### src/rtl/rv0_exu_b_resolve.sv
// Branch resolution stage: compares resolved branches with the prediction, writes link addresses,
// and drives the redirect/flush sequence. Optional statistics counters are enabled by RV0_BPU_STATS_EN.
module rv0_exu_b_resolve #(
  parameter int XLEN      = 32,
  parameter int RF_AW     = 5,
  parameter int FLUSH_CYC = 2
) (
  input  logic             clk_i,
  input  logic             rst_ni,
  input  logic             exu_valid_i,
  output logic             exu_ready_o,
  input  logic [XLEN-1:0]  exu_pc_i,
  input  logic [XLEN-1:0]  exu_tgt_i,
  input  logic             exu_taken_i,
  input  logic             exu_pred_taken_i,
  input  logic [XLEN-1:0]  exu_pred_tgt_i,
  input  logic             exu_link_i,
  input  logic [RF_AW-1:0] exu_rd_i,
  output logic             wb_valid_o,
  output logic [RF_AW-1:0] wb_rd_o,
  output logic [XLEN-1:0]  wb_data_o,
  output logic             redir_valid_o,
  input  logic             redir_ready_i,
  output logic [XLEN-1:0]  redir_pc_o,
  output logic             exu_flush_o,
  output logic [31:0]      br_cnt_o,
  output logic [31:0]      mis_cnt_o
);

  typedef enum logic [1:0] {IDLE, REDIR, FLUSH} state_e;

  localparam logic [3:0] CNT_INIT = 4'(FLUSH_CYC - 1);

  state_e            state_q, state_d;
  logic [3:0]        cnt_q, cnt_d;
  logic              ready_q, ready_d;
  logic              wb_valid_q, wb_valid_d;
  logic [RF_AW-1:0]  wb_rd_q, wb_rd_d;
  logic [XLEN-1:0]   wb_data_q, wb_data_d;
  logic              redir_valid_q, redir_valid_d;
  logic [XLEN-1:0]   redir_pc_q, redir_pc_d;
  logic              flush_q, flush_d;

  logic              accept;
  logic [XLEN-1:0]   npc;
  logic [XLEN-1:0]   cpc;
  logic              mis;

  // ready_q mirrors "state is IDLE" one flop late so that it reads 0 while reset is held
  assign accept = exu_valid_i & ready_q;
  assign npc    = exu_pc_i + XLEN'(4);
  assign cpc    = exu_taken_i ? exu_tgt_i : npc;
  assign mis    = (exu_taken_i != exu_pred_taken_i) |
                  (exu_taken_i & (exu_tgt_i != exu_pred_tgt_i));

  always_comb begin
    state_d       = state_q;
    cnt_d         = cnt_q;
    wb_valid_d    = 1'b0;
    wb_rd_d       = wb_rd_q;
    wb_data_d     = wb_data_q;
    redir_valid_d = redir_valid_q;
    redir_pc_d    = redir_pc_q;
    flush_d       = flush_q;
    case (state_q)
      IDLE: begin
        if (accept) begin
          if (exu_link_i && (exu_rd_i != '0)) begin
            wb_valid_d = 1'b1;
            wb_rd_d    = exu_rd_i;
            wb_data_d  = npc;
          end
          if (mis) begin
            state_d       = REDIR;
            redir_valid_d = 1'b1;
            redir_pc_d    = cpc;
            flush_d       = 1'b1;
          end
        end
      end
      REDIR: begin
        if (redir_ready_i) begin
          redir_valid_d = 1'b0;
          cnt_d         = CNT_INIT;
          state_d       = FLUSH;
        end
      end
      FLUSH: begin
        if (cnt_q == 4'd0) begin
          state_d = IDLE;
          flush_d = 1'b0;
        end else begin
          cnt_d = cnt_q - 4'd1;
        end
      end
      default: begin
        state_d       = IDLE;
        redir_valid_d = 1'b0;
        flush_d       = 1'b0;
      end
    endcase
    ready_d = (state_d == IDLE);
  end

  always_ff @(posedge clk_i or negedge rst_ni) begin
    if (!rst_ni) begin
      state_q       <= IDLE;
      cnt_q         <= '0;
      ready_q       <= 1'b0;
      wb_valid_q    <= 1'b0;
      wb_rd_q       <= '0;
      wb_data_q     <= '0;
      redir_valid_q <= 1'b0;
      redir_pc_q    <= '0;
      flush_q       <= 1'b0;
    end else begin
      state_q       <= state_d;
      cnt_q         <= cnt_d;
      ready_q       <= ready_d;
      wb_valid_q    <= wb_valid_d;
      wb_rd_q       <= wb_rd_d;
      wb_data_q     <= wb_data_d;
      redir_valid_q <= redir_valid_d;
      redir_pc_q    <= redir_pc_d;
      flush_q       <= flush_d;
    end
  end

  assign exu_ready_o   = ready_q;
  assign wb_valid_o    = wb_valid_q;
  assign wb_rd_o       = wb_rd_q;
  assign wb_data_o     = wb_data_q;
  assign redir_valid_o = redir_valid_q;
  assign redir_pc_o    = redir_pc_q;
  assign exu_flush_o   = flush_q;

`ifdef RV0_BPU_STATS_EN
  logic [31:0] br_cnt_q, br_cnt_d;
  logic [31:0] mis_cnt_q, mis_cnt_d;

  // Saturating counters so long runs never wrap back to small values
  always_comb begin
    br_cnt_d  = br_cnt_q;
    mis_cnt_d = mis_cnt_q;
    if (accept && (br_cnt_q != 32'hFFFF_FFFF)) br_cnt_d = br_cnt_q + 32'd1;
    if (accept && mis && (mis_cnt_q != 32'hFFFF_FFFF)) mis_cnt_d = mis_cnt_q + 32'd1;
  end

  always_ff @(posedge clk_i or negedge rst_ni) begin
    if (!rst_ni) begin
      br_cnt_q  <= '0;
      mis_cnt_q <= '0;
    end else begin
      br_cnt_q  <= br_cnt_d;
      mis_cnt_q <= mis_cnt_d;
    end
  end

  assign br_cnt_o  = br_cnt_q;
  assign mis_cnt_o = mis_cnt_q;
`else
  assign br_cnt_o  = 32'd0;
  assign mis_cnt_o = 32'd0;
`endif

endmodule
### config.mk
export PLATFORM = sky130hd
export DESIGN_NAME = rv0_exu_b_resolve
export DESIGN_NICKNAME = d
export VERILOG_FILES = /design/src/rtl/rv0_exu_b_resolve.sv
export SDC_FILE = /design/constraint.sdc
export NUM_CORES = 1
export LEC_CHECK = 0
export ABC_AREA = 1
export CAP_MARGIN = 20
export CORE_MARGIN = 1.5
export CORE_UTILIZATION = 38
export CTS_CLUSTER_SIZE = 20
export DETAILED_ROUTE_END_ITERATION = 6
export PLACE_DENSITY = 0.83
export SLEW_MARGIN = 10
export SYNTH_ARGS = -nofsm -noshare
export SYNTH_HDL_FRONTEND = slang
export SYNTH_SLANG_ARGS = --single-unit
### constraint.sdc
create_clock -name clk_i -period 1.3 [get_ports clk_i]
set_input_delay 0.13 -clock clk_i [delete_from_list [all_inputs] [get_ports clk_i]]
set_output_delay 0.13 -clock clk_i [all_outputs]
set_load 0.05 [all_outputs]
Yosys cells after proc, flatten, opt, wreduce, memory -nomap -nowiden. Index checks and enable logic that the tools add are counted.

Output and inout port bits: 137. Register bits: 79.

Reduce and logical (&&, ||, !) cells: 11. Equality and inequality tests: 9. $add $sub $neg: 2. Bitwise gates (word level): 5. Multiplexer cells: 18.

Operators with widths (count): 32-bit by 3-bit adder with 32-bit output, second input constant (1); 32-bit 2-to-1 mux (1); 32-bit inequality test (1); 2-bit inequality test, second input constant (5); 3-bit AND reduction (3); 2-bit 2-to-1 mux (4); 4-bit 2-to-1 mux (2); 4-bit one-hot mux with 2 select lines (1); 4-bit AND reduction (2); 1-bit 2-to-1 mux (7); 1-bit one-hot mux with 3 select lines (2); 2-bit one-hot mux with 3 select lines (1); 5-bit nonzero test (1); 2-bit zero test (2); 4-bit zero test (1); 4-bit by 1-bit subtractor with 4-bit output, second input constant (1); 1-bit bitwise AND (2); 2-bit by 1-bit == test with 1-bit output, second input constant (1); 2-bit == test, second input constant (1); 1-bit NOT (2); 2-bit nonzero test (1); 1-bit logical AND (1); 1-bit inequality test (1); 1-bit OR (1).

Logic depth before layout (Yosys ltp).
Depth in word-level cells: 7. Depth in mapped cells: 14. Mapped depth without buffers: 14.

Worst setup path after synthesis. OpenSTA, ideal clock, no wires.

Path kind: register to register. From: reg ready_q, in the netlist exu_ready_o. To: reg wb_data_q[26], in the netlist wb_data_o[26]. Arrival time: 1.470 ns. Stages on the path, launching flop included: 6. Period minus slack after synthesis: 1.552 ns. Required time: 1.218 ns. Path slack: -0.252 ns. Cell sequence: dfrtp_1 nand3_1 nor2_2 buf_2 nor2_1 a31oi_1.

Cells in the longest elaborated chain, start to end: 2.

RTL lines: start: declaration (line 36) `logic ready_q, ready_d;`; start signal: assignment (line 119) `ready_q <= ready_d;`; 1-bit bitwise AND (line 50) `assign accept = exu_valid_i & ready_q;`; 3-bit AND reduction (no line); end signal: assignment (line 122) `wb_data_q <= wb_data_d;`; end: declaration (line 39) `logic [XLEN-1:0] wb_data_q, wb_data_d;`.

Every way passes these cells. A chain may end at the register's enable or synchronous reset.

Worst setup path after layout.
From: reg state_q[0]. To: reg wb_data_q[20], in the netlist wb_data_o[20].

Cells in the longest elaborated chain, start to end: 2.

RTL lines: start: declaration (line 34) `state_e state_q, state_d;`; start signal: assignment (line 117) `state_q <= state_d;`; 2-bit zero test (line 65) `case (state_q)`; 3-bit AND reduction (no line).

Every way passes these cells.

==> metrics.md <==
| Metric | Value |
|---|---|
| Final hold slack | 0.1660 ns |
| Setup Total Neg Slack | -7.357 ns |
| IO Pins | 245 |
| Die Outline Area | 14730 µm² |
| Required time at the endpoint of the critical path | 1.55 ns |
| Maximum fanout along the worst path | 7 |
| VDD IR max | 1.181 mV |
| Overall routing resource usage | 27.98% |
| Post-DP Area | 8869 µm² |
| Std-Cell Core Area | 13770 µm² |
| Storage cell area | about 2000 µm² |
| Average footprint of a synthesized cell | 7.384 µm² |
| Initial standard-cell utilization of the core | 38.65% |
| Root Buffer Master | clkbuf_16 |
| Total via count in the routed design | 6186 |
| Placement Rows | 43 |
| Final cell count without fillers | 1262 |
| Fraction of synthesized area in multiplexers | 3.196% |
| Number of antenna violations at the first check in global routing | 2 |
| Post-CTS clock slew at the launch and capture registers of the worst setup and hold paths | 0.06 ns |
| Number of different library cells in the post-synthesis netlist | 41 |
| Achievable Freq | 678.5 MHz |
| Violated checks | setup timing |
| DPL Wire Length | 14770 µm |
| Proportion of register bits with asynchronous set or reset after synthesis | 100.0% |
| Clock skew | 0.007001 ns |
| Critical path capture point type | flop |
| Core utilization of the finished layout | 75.33% |
| Type of the most critical hold path | in2reg |
| Period Utilization, post-route | 113.4% |
| Deepest level of the CTS H-tree | 3 |
| Critical setup path kind | reg2reg |
| Final #Nets | 1187 |
| Fin worst setup slack | -0.1739 ns |
| Maximum buffer depth of the clock tree | 2 |
| Leak Pwr | around 5.2 nW |
| Pin count of the biggest net entering global routing | 31 |
| CTS tree | yes |
| Routed wire length | approximately 22000 µm |
| Gate count after technology mapping | 721 |
| Summed area of non-filler cells in the final layout | around 10000 µm² |
| Number of DRC markers after the initial detailed-route iteration | 454 |
| Aggregate global routing overflow | 0 |
| Adder and majority gate portion of the synthesized area | 0.7051% |
| DRC Markers | 0 |
| Pins over their slew limit | 0 |
| Cell count after placement | 1200 |
| Ratio of cells with drive above 1 in the final layout | 49.63% |
| Die outline width | 121.4 µm |
| Total power | 22.08 mW |
| Cts bufs inserted | 9 |
| Area fraction in compound gates after synthesis | under 10% |
| Setup violation total in the final timing report | 73 |
| Via count of the first global-routing pass | 6050 |
| Mapped Area | 5324 µm² |
| Via-per-instance ratio | roughly 4.9 |
| Multi-input logic area | 3533 µm² |
| Final estimated routing congestion in global placement | 0.9155 |
| Leading cell type in the layout, fill and taps excluded | nand2_1 |
| Basic-gate share of the synthesized area counting and, or, nand and nor cells | 28.86% |
| Port Buf Inserts | between 150 and 200 |
| Power density over cell area | 2128 nW/µm² |
| Main synth FF type | dfrtp_1 |
| Kind of start point of the critical path | flop |
| Most frequent cells in the layout | nand2_1 (168), buf_4 (148), buf_12 (88) |
| Total count of hold-check failures in the final report | 0 |
| Maximum Capacitance Violations | 0 |
| Ys Warns | 0 |
| Largest family of logic cells by synthesized area | simple AND/OR/NAND/NOR gates |
| Number of flops mapped to enable cells by yosys | 0 |
| Total of fill cells in the finished design | 905 |
| Final min period | between 1 and 1.5 ns |
| Drt wl/cell | 17.65 µm |
| Number of register bits inferred by synthesis | slightly below 80 |
| Post-DRT Antenna Nets | 0 |
| Die H | 121.4 µm |
| RSZ-0062 raised after global routing | yes |
| Sequential-to-total area share from yosys stat | 37.13% |
| CTS Sinks | 79 |
| Clock latency reported for the late side of the worst-skew pair | 0.34 ns |
| Area delta synth->final | 94.88% |
| 1st-pass router iterations | 6 |
| Wire length of the first global-routing pass | 31390 µm |
| Post-synthesis share of cell area spent on xor and xnor gates | 4.606% |
| Arrival time at the worst endpoint | 1.73 ns |
| Pre-CTS setup slack | -0.8406 ns |
| Outcome | finished with violations |
## sequential cells by signal, summed over array words and instances (netlist names)
signal / count
cnt_q: 4
exu_flush_o: 1
exu_ready_o: 1
redir_pc_o: 32
redir_valid_o: 1
state_q: 2
wb_data_o: 32
wb_rd_o: 5
wb_valid_o: 1
## layer usage
layer	up-vias	part of all wire, %	global-route usage, %
li1	2870	-	-
met2	289	52	50.92
met3	64	7.2	5.122
met4	0	3.5	11.25
met5	-	0	0
met1	2963	37	32.16
## worst max-delay path: stages (launching register included)
cell and delay (ns):
dfrtp_1 0.42, nor2_4 0.16, nand3_4 0.11, nor2_4 0.17, buf_12 0.16, buf_12 0.15, nor2_4 0.05, a31oi_4 0.17
## synthesized netlist by cell type (5+ instances only)
library cell	count	share of area, %
a21oi_1	5	0.47
dfrtp_1	79	37
o21ai_2	9	1.5
nand2_1	245	17
nand4_1	6	0.71
buf_4	65	9.2
mux2i_1	17	3.2
o21ai_0	33	3.1
xor2_1	18	3.0
o21ai_1	18	1.7
buf_2	14	1.3
nand3b_1	9	1.3
inv_1	68	4.8
nor2_2	7	0.82
nor2_1	56	3.9
nand3_1	13	1.2
a31oi_1	13	1.5
xnor2_1	10	1.6
## area by class of cell
cell class	count	area share [%]
Timing Repair Buffer	364	39.17
Clock inverter	3	0.4221
Inverter	72	2.689
Sequential cell	79	19.07
Antenna cell	2	0.04824
Clock buffer	12	2.376
Multi-Input combinational cell	550	34.06
Tap cell	180	2.171
## power breakdown
group          internal (mW)  leakage [nW]  switching, mW
sequential              3.60         0.970           1.68
combinational           6.76          4.10           7.47
clock                   1.53         0.143           1.03
## cell families (layout without fill, tap and decap cells)
| group | count (synthesis) | in the layout |
|---|---|---|
| AOI/OAI and AO/OA | 83 | 83 |
| xor gates and xnor gates | 28 | 28 |
| adders and majority gates | 3 | 3 |
| buffers and inverters | 155 | 451 |
| DFF | 79 | 79 |
| muxes | 17 | 17 |
| other | 1 | 66 |
| and+or+nand+nor | 355 | 355 |
## final timing paths
check	start	end	slack, ns	cells past startpoint
worst min register to register	wb_data_o[5]	wb_data_o[5]	0.53	2
max in group asynchronous	rst_ni	wb_data_o[19]	0.51	3
worst min-delay path	exu_pc_i[27]	wb_data_o[27]	0.17	3
worst max-delay path	state_q[0]	wb_data_o[20]	-0.17	7
worst max register to register	state_q[0]	wb_data_o[20]	-0.17	7
min in group asynchronous	rst_ni	wb_data_o[18]	0.27	2
## repair_timing
item | 4_1_cts | 5_1_grt
cloned | 9 | 3
gates resized for setup | 262 | 240
setup endpoints to repair | 77 | 78
buffers inserted | 30 | 8
pin swaps | 63 | 66
endpoints found under the hold margin | 26 | 0
hold buffers | 1 | 0
(Power assumes the default switching activity.)
